==> config.mk <==
export PLATFORM = sky130hd
export DESIGN_NAME = mem_access_ctrl
export DESIGN_NICKNAME = d
export VERILOG_FILES = /design/src/rtl/mem_access_ctrl.sv
export SDC_FILE = /design/constraint.sdc
export NUM_CORES = 1
export LEC_CHECK = 0
export ABC_AREA = 1
export CELL_PAD_IN_SITES_DETAIL_PLACEMENT = 1
export CELL_PAD_IN_SITES_GLOBAL_PLACEMENT = 2
export CORE_MARGIN = 5
export CORE_UTILIZATION = 22
export CTS_BUF_LIST = sky130_fd_sc_hd__clkbuf_2 sky130_fd_sc_hd__clkbuf_4 sky130_fd_sc_hd__clkbuf_8
export DETAILED_ROUTE_END_ITERATION = 8
export PLACE_DENSITY_LB_ADDON = 0.1
export SLEW_MARGIN = 0
export SYNTH_ARGS = -nofsm -noshare
export SYNTH_HDL_FRONTEND = slang
export SYNTH_SLANG_ARGS = --single-unit
==> constraint.sdc <==
create_clock -name Clk -period 2.2 [get_ports Clk]
set_input_delay 0.22 -clock Clk [delete_from_list [all_inputs] [get_ports Clk]]
set_output_delay 0.22 -clock Clk [all_outputs]
set_load 0.05 [all_outputs]
==> src/rtl/mem_access_ctrl.sv <==
// mem_access_ctrl
//   Memory-stage controller between the EX/MEM register and the data bus.
//   Decodes loads/stores, runs one valid/ready request (plus a response for
//   loads), builds byte strobes and lane-replicated store data, and aligns
//   and extends load data. The upstream pipeline is stalled while a
//   transaction is outstanding. The writeback triple goes to MEM/WB.
//
// Ports
//   Clk, Rst            clock, synchronous active-low reset
//   OpCodeIn/Funct3In   instruction decode fields from EX/MEM
//   AddrIn              effective address
//   StoreDataIn         store data (rs2)
//   RdAddrIn/RdWriteEnableIn/RdWriteDataIn  writeback info for non-memory ops
//   MemReq*             request channel (valid/ready, addr, write, wdata, wstrb)
//   MemResp*            load response channel
//   StallOut            holds PC, IF/ID, ID/EX, EX/MEM
//   RdWriteDataOut/RdAddrOut/RdWriteEnableOut  writeback triple to MEM/WB
//   MemFault            one-cycle pulse on a misaligned or illegal access
module mem_access_ctrl #(
    parameter int DATA_WIDTH = 64,
    parameter int ADDR_WIDTH = 64
) (
    input  logic                  Clk,
    input  logic                  Rst,
    input  logic [6:0]            OpCodeIn,
    input  logic [2:0]            Funct3In,
    input  logic [ADDR_WIDTH-1:0] AddrIn,
    input  logic [DATA_WIDTH-1:0] StoreDataIn,
    input  logic [4:0]            RdAddrIn,
    input  logic                  RdWriteEnableIn,
    input  logic [DATA_WIDTH-1:0] RdWriteDataIn,
    output logic                  MemReqValid,
    input  logic                  MemReqReady,
    output logic [ADDR_WIDTH-1:0] MemReqAddr,
    output logic                  MemReqWrite,
    output logic [DATA_WIDTH-1:0] MemReqWdata,
    output logic [7:0]            MemReqWstrb,
    input  logic                  MemRespValid,
    input  logic [DATA_WIDTH-1:0] MemRespRdata,
    output logic                  StallOut,
    output logic [DATA_WIDTH-1:0] RdWriteDataOut,
    output logic [4:0]            RdAddrOut,
    output logic                  RdWriteEnableOut,
    output logic                  MemFault
);

    localparam logic [6:0] OP_LOAD  = 7'b0000011;
    localparam logic [6:0] OP_STORE = 7'b0100011;

    typedef enum logic [1:0] {
        IDLE = 2'd0,
        REQ  = 2'd1,
        WAIT = 2'd2,
        DONE = 2'd3
    } state_t;

    state_t                  r_state;
    state_t                  w_next;

    logic [ADDR_WIDTH-1:0]   r_addr;
    logic [2:0]              r_funct3;
    logic [4:0]              r_rd;
    logic                    r_we;
    logic                    r_write;
    logic [DATA_WIDTH-1:0]   r_wdata;
    logic [7:0]              r_wstrb;
    logic                    r_req_valid;
    logic [DATA_WIDTH-1:0]   r_load_data;

    logic                    w_is_load;
    logic                    w_is_store;
    logic                    w_is_mem;
    logic                    w_misaligned;
    logic                    w_bad_funct;
    logic                    w_legal;
    logic                    w_start;
    logic [7:0]              w_wstrb;
    logic [DATA_WIDTH-1:0]   w_wdata;
    logic [DATA_WIDTH-1:0]   w_shifted;
    logic [DATA_WIDTH-1:0]   w_load_ext;

    assign w_is_load   = (OpCodeIn == OP_LOAD);
    assign w_is_store  = (OpCodeIn == OP_STORE);
    assign w_is_mem    = w_is_load | w_is_store;
    assign w_bad_funct = (w_is_load && Funct3In == 3'b111) || (w_is_store && Funct3In[2]);
    assign w_legal     = !w_misaligned && !w_bad_funct;
    assign w_start     = (r_state == IDLE) && w_is_mem && w_legal;

    // funct3[1:0] encodes access size for both loads and stores
    always_comb begin
        w_misaligned = 1'b0;
        w_wstrb      = '0;
        w_wdata      = StoreDataIn;
        case (Funct3In[1:0])
            2'b00: begin
                w_wstrb = 8'h01 << AddrIn[2:0];
                w_wdata = {8{StoreDataIn[7:0]}};
            end
            2'b01: begin
                w_misaligned = AddrIn[0];
                w_wstrb      = 8'h03 << AddrIn[2:0];
                w_wdata      = {4{StoreDataIn[15:0]}};
            end
            2'b10: begin
                w_misaligned = |AddrIn[1:0];
                w_wstrb      = 8'h0F << AddrIn[2:0];
                w_wdata      = {2{StoreDataIn[31:0]}};
            end
            default: begin
                w_misaligned = |AddrIn[2:0];
                w_wstrb      = 8'hFF;
                w_wdata      = StoreDataIn;
            end
        endcase
        if (!w_is_store) begin
            w_wstrb = '0;
        end
    end

    // Bring the addressed lane down to bit 0, then extend by load type
    assign w_shifted = MemRespRdata >> {r_addr[2:0], 3'b000};

    always_comb begin
        case (r_funct3)
            3'b000:  w_load_ext = {{56{w_shifted[7]}},  w_shifted[7:0]};
            3'b001:  w_load_ext = {{48{w_shifted[15]}}, w_shifted[15:0]};
            3'b010:  w_load_ext = {{32{w_shifted[31]}}, w_shifted[31:0]};
            3'b100:  w_load_ext = {56'b0, w_shifted[7:0]};
            3'b101:  w_load_ext = {48'b0, w_shifted[15:0]};
            3'b110:  w_load_ext = {32'b0, w_shifted[31:0]};
            default: w_load_ext = w_shifted;
        endcase
    end

    always_ff @(posedge Clk) begin
        if (!Rst) begin
            r_state <= IDLE;
        end else begin
            r_state <= w_next;
        end
    end

    always_ff @(posedge Clk) begin
        if (!Rst) begin
            r_addr      <= '0;
            r_funct3    <= '0;
            r_rd        <= '0;
            r_we        <= 1'b0;
            r_write     <= 1'b0;
            r_wdata     <= '0;
            r_wstrb     <= '0;
            r_req_valid <= 1'b0;
            r_load_data <= '0;
        end else begin
            if (w_start) begin
                r_addr      <= AddrIn;
                r_funct3    <= Funct3In;
                r_rd        <= RdAddrIn;
                r_we        <= RdWriteEnableIn;
                r_write     <= w_is_store;
                r_wdata     <= w_wdata;
                r_wstrb     <= w_wstrb;
                r_req_valid <= 1'b1;
            end else if (r_state == REQ && MemReqReady) begin
                r_req_valid <= 1'b0;
            end
            if (r_state == WAIT && MemRespValid) begin
                r_load_data <= w_load_ext;
            end
        end
    end

    always_comb begin
        w_next           = r_state;
        StallOut         = 1'b0;
        RdWriteDataOut   = RdWriteDataIn;
        RdAddrOut        = RdAddrIn;
        RdWriteEnableOut = 1'b0;
        MemFault         = 1'b0;
        case (r_state)
            IDLE: begin
                if (w_is_mem) begin
                    if (w_legal) begin
                        StallOut = 1'b1;
                        w_next   = REQ;
                    end else begin
                        MemFault = 1'b1;
                    end
                end else begin
                    RdWriteEnableOut = RdWriteEnableIn;
                end
            end
            REQ: begin
                StallOut = 1'b1;
                if (MemReqReady) begin
                    w_next = r_write ? DONE : WAIT;
                end
            end
            WAIT: begin
                StallOut = 1'b1;
                if (MemRespValid) begin
                    w_next = DONE;
                end
            end
            DONE: begin
                w_next = IDLE;
                if (!r_write) begin
                    RdWriteDataOut   = r_load_data;
                    RdAddrOut        = r_rd;
                    RdWriteEnableOut = r_we;
                end
            end
            default: w_next = IDLE;
        endcase
        if (!Rst) begin
            StallOut         = 1'b0;
            RdWriteEnableOut = 1'b0;
            MemFault         = 1'b0;
        end
    end

    assign MemReqValid = r_req_valid;
    assign MemReqAddr  = {r_addr[ADDR_WIDTH-1:3], 3'b000};
    assign MemReqWrite = r_write;
    assign MemReqWdata = r_wdata;
    assign MemReqWstrb = r_wstrb;

endmodule

After elaboration in Yosys (flattened, before gate mapping)
Cells that the tools add are included.
- register bits after elaboration: 213
- input port bits: 276
- output and inout bits: 210
- logic and storage cells: 79
- eq/ne operators: 17
- shift operators: 4
- multiplexer cells: 29
- bitwise gates (word level): 1
- reductions and logical operators: 18
- operator list (kind ; count):
    $pmux 64 s6 ; 1
    $pmux 64 s3 ; 1
    $mux 64 ; 2
    $shr 64x6->64 ; 1
    $pmux 8 s3 ; 1
    $mux 1 ; 13
    $eq 3x3->1 const B ; 4
    $mux 5 ; 2
    $mux 2 ; 4
    $mux 8 ; 1
    $ne 2x2->1 const B ; 4
    $pmux 2 s4 ; 1
    $shl 1x3->8 const A ; 1
    $shl 2x3->8 const A ; 1
    $shl 4x3->8 const A ; 1
    $eq 7x2->1 const B ; 1
    $eq 7x6->1 const B ; 1
    $logic_and 1x1->1 ; 7
    $eq 2x2->1 const B ; 3
    $eq 2x1->1 const B ; 2
    $logic_not 2->1 ; 2
    $pmux 1 s2 ; 2
    $reduce_and 4->1 ; 1
    $reduce_or 2->1 ; 2
    other kinds (9) ; 10

Logic depth before layout (Yosys ltp)
- word-level depth: 9
- depth in mapped cells: 12
- mapped depth without buffers: 10

Worst setup path before layout
OpenSTA, ideal clock, no wires.
- kind: flip-flop to output port
- start: register r_state[0]
- end: output RdWriteDataOut[10]
- arrival time: 2.317 ns
- data required time: 1.980 ns
- path slack: -0.337 ns
- stages on the path, launching flop included: 7
- buffers on the path: 1
- path through: dfxtp_1 > ha_1 > inv_1 > nor2_1 > inv_1 > clkbuf_1 > o21ai_0
- longest elaborated chain between the ends: 2
- RTL lines (what ; line ; RTL):
    start, declared ; 57 ; state_t r_state;
    start signal, assigned ; 139 ; r_state <= w_next;
    $eq 2x2->1 ; 180 ; case (r_state)
    $mux 64 ; 180 ;
    end, declared ; 41 ; output logic [DATA_WIDTH-1:0] RdWriteDataOut,
No other way between the ends.

Worst setup path after layout
- start: register r_state[1]
- end: output RdWriteDataOut[6]
Same word-level chain as after synthesis.

==> reports/qor.txt <==
Status = finished, violations left
Failing checks = setup timing
CP max-delay cell = dfxtp_4
CP Data Required Time = 1.98 ns
Fin crit share = 1.03
WP buf/inv = 6
CTS Buffer Depth = 3
Antenna violations before repair = 10
Most common cell after layout, fill and taps aside = nand2_1
Clock Latency Late Sink = 0.63 ns
Worst-path clk slew = 0.05 ns
Post-Syn Instances = 2041
Cell family with most CP delay = buffers and inverters
Fill count = 6990
Synthesized flop and latch total = 213
Non-filler cells, final = 3257
Crit-path cells = ha_4 > inv_2 > nor2_4 > buf_12 > buf_12 > buf_12 > buf_12 > nand2_8 > nand2_4 > buf_8
YS warnings = 0
Footprint of the multi-input gates = 7090 um2
Met2 wire len = 33700 um
DRC viols = 0
First-pass GRT wire length = 95100 um
Gpl congestion = 0.806
Top FF cell, synth = dfxtp_1
Die X-Extent = 248 um
Post-route ant nets = 0
CTS root buffer = clkbuf_8
IO Port Bufs = 482
Placed cells = 3144
Initial Util = 0.222
CP Launch Type = register
Total track usage = 0.200
Nets = 2748
RR Startpoint = r_addr[0]
Largest net degree at the start of global routing = 77
Layout cell share with drive strength beyond 1 = 0.147
RSZ-0062 raised after global routing = yes
Routed WL = 64600 um
Vias/cell = 4.46
Total CTS buffers = 44
Number of flops mapped to enable cells by yosys = 0
DR WL/cell = 19.8 um
Leakage power figure = 8.80 nW
Core area = 56200 um2
Die area = 61400 um2
Worst clock skew = 0.0543 ns
Min-delay worst type = in2reg
Vias post-DR = 14500
Reg area = 4270 um2
Power Density = 655 nW/um2
Achievable Freq = 442 MHz
Fraction of registers with async set/reset = 0
Post-route worst setup slack = -0.0624 ns
Die Y = 248 um
Critical Path Start = r_state[1]
Max-slew violations = 0
Peak VDD IR = 0.000361 V
Syn-to-layout area delta = 62.3%
CP max FO = 5
Slew HR = 0.574
Setup-failing EPs final = 21
Yosys cell types = 34
CP Data Arrival Time = 2.04 ns
Post-layout util = 0.360
Crit path kind = reg2out
Worst setup EP type = output pin
Min-delay src = Funct3In[0]
Crit-path max cell delay = 0.38 ns
Max_cap viols = 0
Register area share after synthesis = 0.343
Met1 WL = 25400 um
H-tree Lvls = 2
Vias in the first global route = 15500
Final hold violation count = 0
CTS tree = built
GRT overflow = 0
Most frequent cells in the layout = nand2_1, clkdlybuf4s50_1, a21oi_1
Row count = 87
CP most frequent cell = buf_12
Cell Area, Synth = 12400 um2
Initial DRC count = 564
Drt pass-1 iters = 4
Hpwl dp = 48100 um
Slew @ Worst Pin = 0.637 ns
Design Area, Final = 20200 um2
# clock sinks = 213
Dpl cell area = 17800 um2
Pre-CTS worst setup slack = -0.192 ns
Top-level port count = 486
Final min period = 2.26 ns
Syn_area_per_cell = 6.10 um2
Top sig layer = met5
Routed wl met3 = 3280 um
[stage by stage]
step                      total power, mW  setup TNS [ns]  hold slack [ns]
after global routing                 14.0           -5.54            0.141
after detailed placement             7.94          -11.60            0.458
after floorplan                      6.29           -2.70            0.363
after global placement               7.90           -3.83            0.448
after CTS                            13.4           -6.69            0.110
final                                13.2          -0.514            0.147
[per-layer routing]
metal / global-route usage / up-vias
met4: 0.0742 / 10
met3: 0.0458 / 115
met5: 0 / -
li1: - / 7270
met2: 0.368 / 289
met1: 0.225 / 6854
[worst paths after layout]
kind	endpoint	slack, ns	depth (start not counted)
max	RdWriteDataOut[6]	-0.06	10
min	r_funct3[0]	0.15	4
max reg2reg	r_load_data[29]	0.34	7
min reg2reg	r_rd[0]	0.46	2
[registers in the layout, summed over array words and instances (netlist names)]
name         count
MemReqWdata     64
MemReqWrite      1
r_rd             5
r_we             1
MemReqWstrb      8
r_addr          64
r_funct3         3
MemReqValid      1
r_state          2
r_load_data     64
[area by class of cell]
class / instances / area share
antenna: 5 / 0.000619
clock buffer: 74 / 0.0461
clock inverter: 7 / 0.00266
inverter: 139 / 0.0269
multi-input combinational: 1488 / 0.351
sequential: 213 / 0.212
tap: 756 / 0.0468
timing repair buffer: 573 / 0.313
timing repair inverter: 2 / 0.00180
[synth_stat cells (2+ instances only)]
library cell	count	area share
o21a_1	3	0.0018
o22ai_1	2	0.0010
nand2_2	3	0.0015
nor2_1	99	0.030
o21ai_1	13	0.0052
nand2_1	827	0.25
and2_1	3	0.0015
inv_2	12	0.0036
nand2_4	2	0.0018
nand3_2	4	0.0032
buf_1	12	0.0036
buf_4	73	0.044
nand3_1	124	0.050
buf_6	10	0.0090
nor2_4	2	0.0018
ha_1	11	0.011
clkinv_1	2	0.00060
clkbuf_1	72	0.022
or2_2	2	0.0010
nor2_2	3	0.0015
o21ai_0	117	0.047
buf_2	36	0.014
nand4_1	15	0.0075
o211ai_1	11	0.0066
nor3_1	3	0.0012
inv_1	125	0.038
a21oi_1	236	0.095
dfxtp_1	213	0.34
[tightest hold or removal path, stage by stage]
cell	delay (ns)
dlymetal6s2s_1	0.17
buf_4	0.16
nand2_1	0.08
a21oi_1	0.06
[repair_timing]
action                                 CTS  global route
hold buffers                             1             0
resized for setup                      229            48
endpoints found under the hold margin    2             0
cloned                                   8             1
buffers inserted                        16             2
pin swaps                               28            10
setup endpoints to repair               72            72
[logic make-up after synthesis]
kind of cell,after synthesis,share of synthesized area
buffers and inverters,342,0.135
and+or+nand+nor,1090,0.354
adders and majority gates,11,0.0111
other,1,0.000301
AOI/OAI and AO/OA,384,0.158
DFF,213,0.343
[report_power, final]
part | internal (mW) | switching (mW) | total (mW) | leakage, nW
Clock | 2.67 | 1.96 | 4.63 | 0.515
Combinational | 1.78 | 2.48 | 4.26 | 6.56
Sequential | 4.12 | 0.220 | 4.34 | 1.72
No activity file was read; power rests on OpenSTA's default activity.
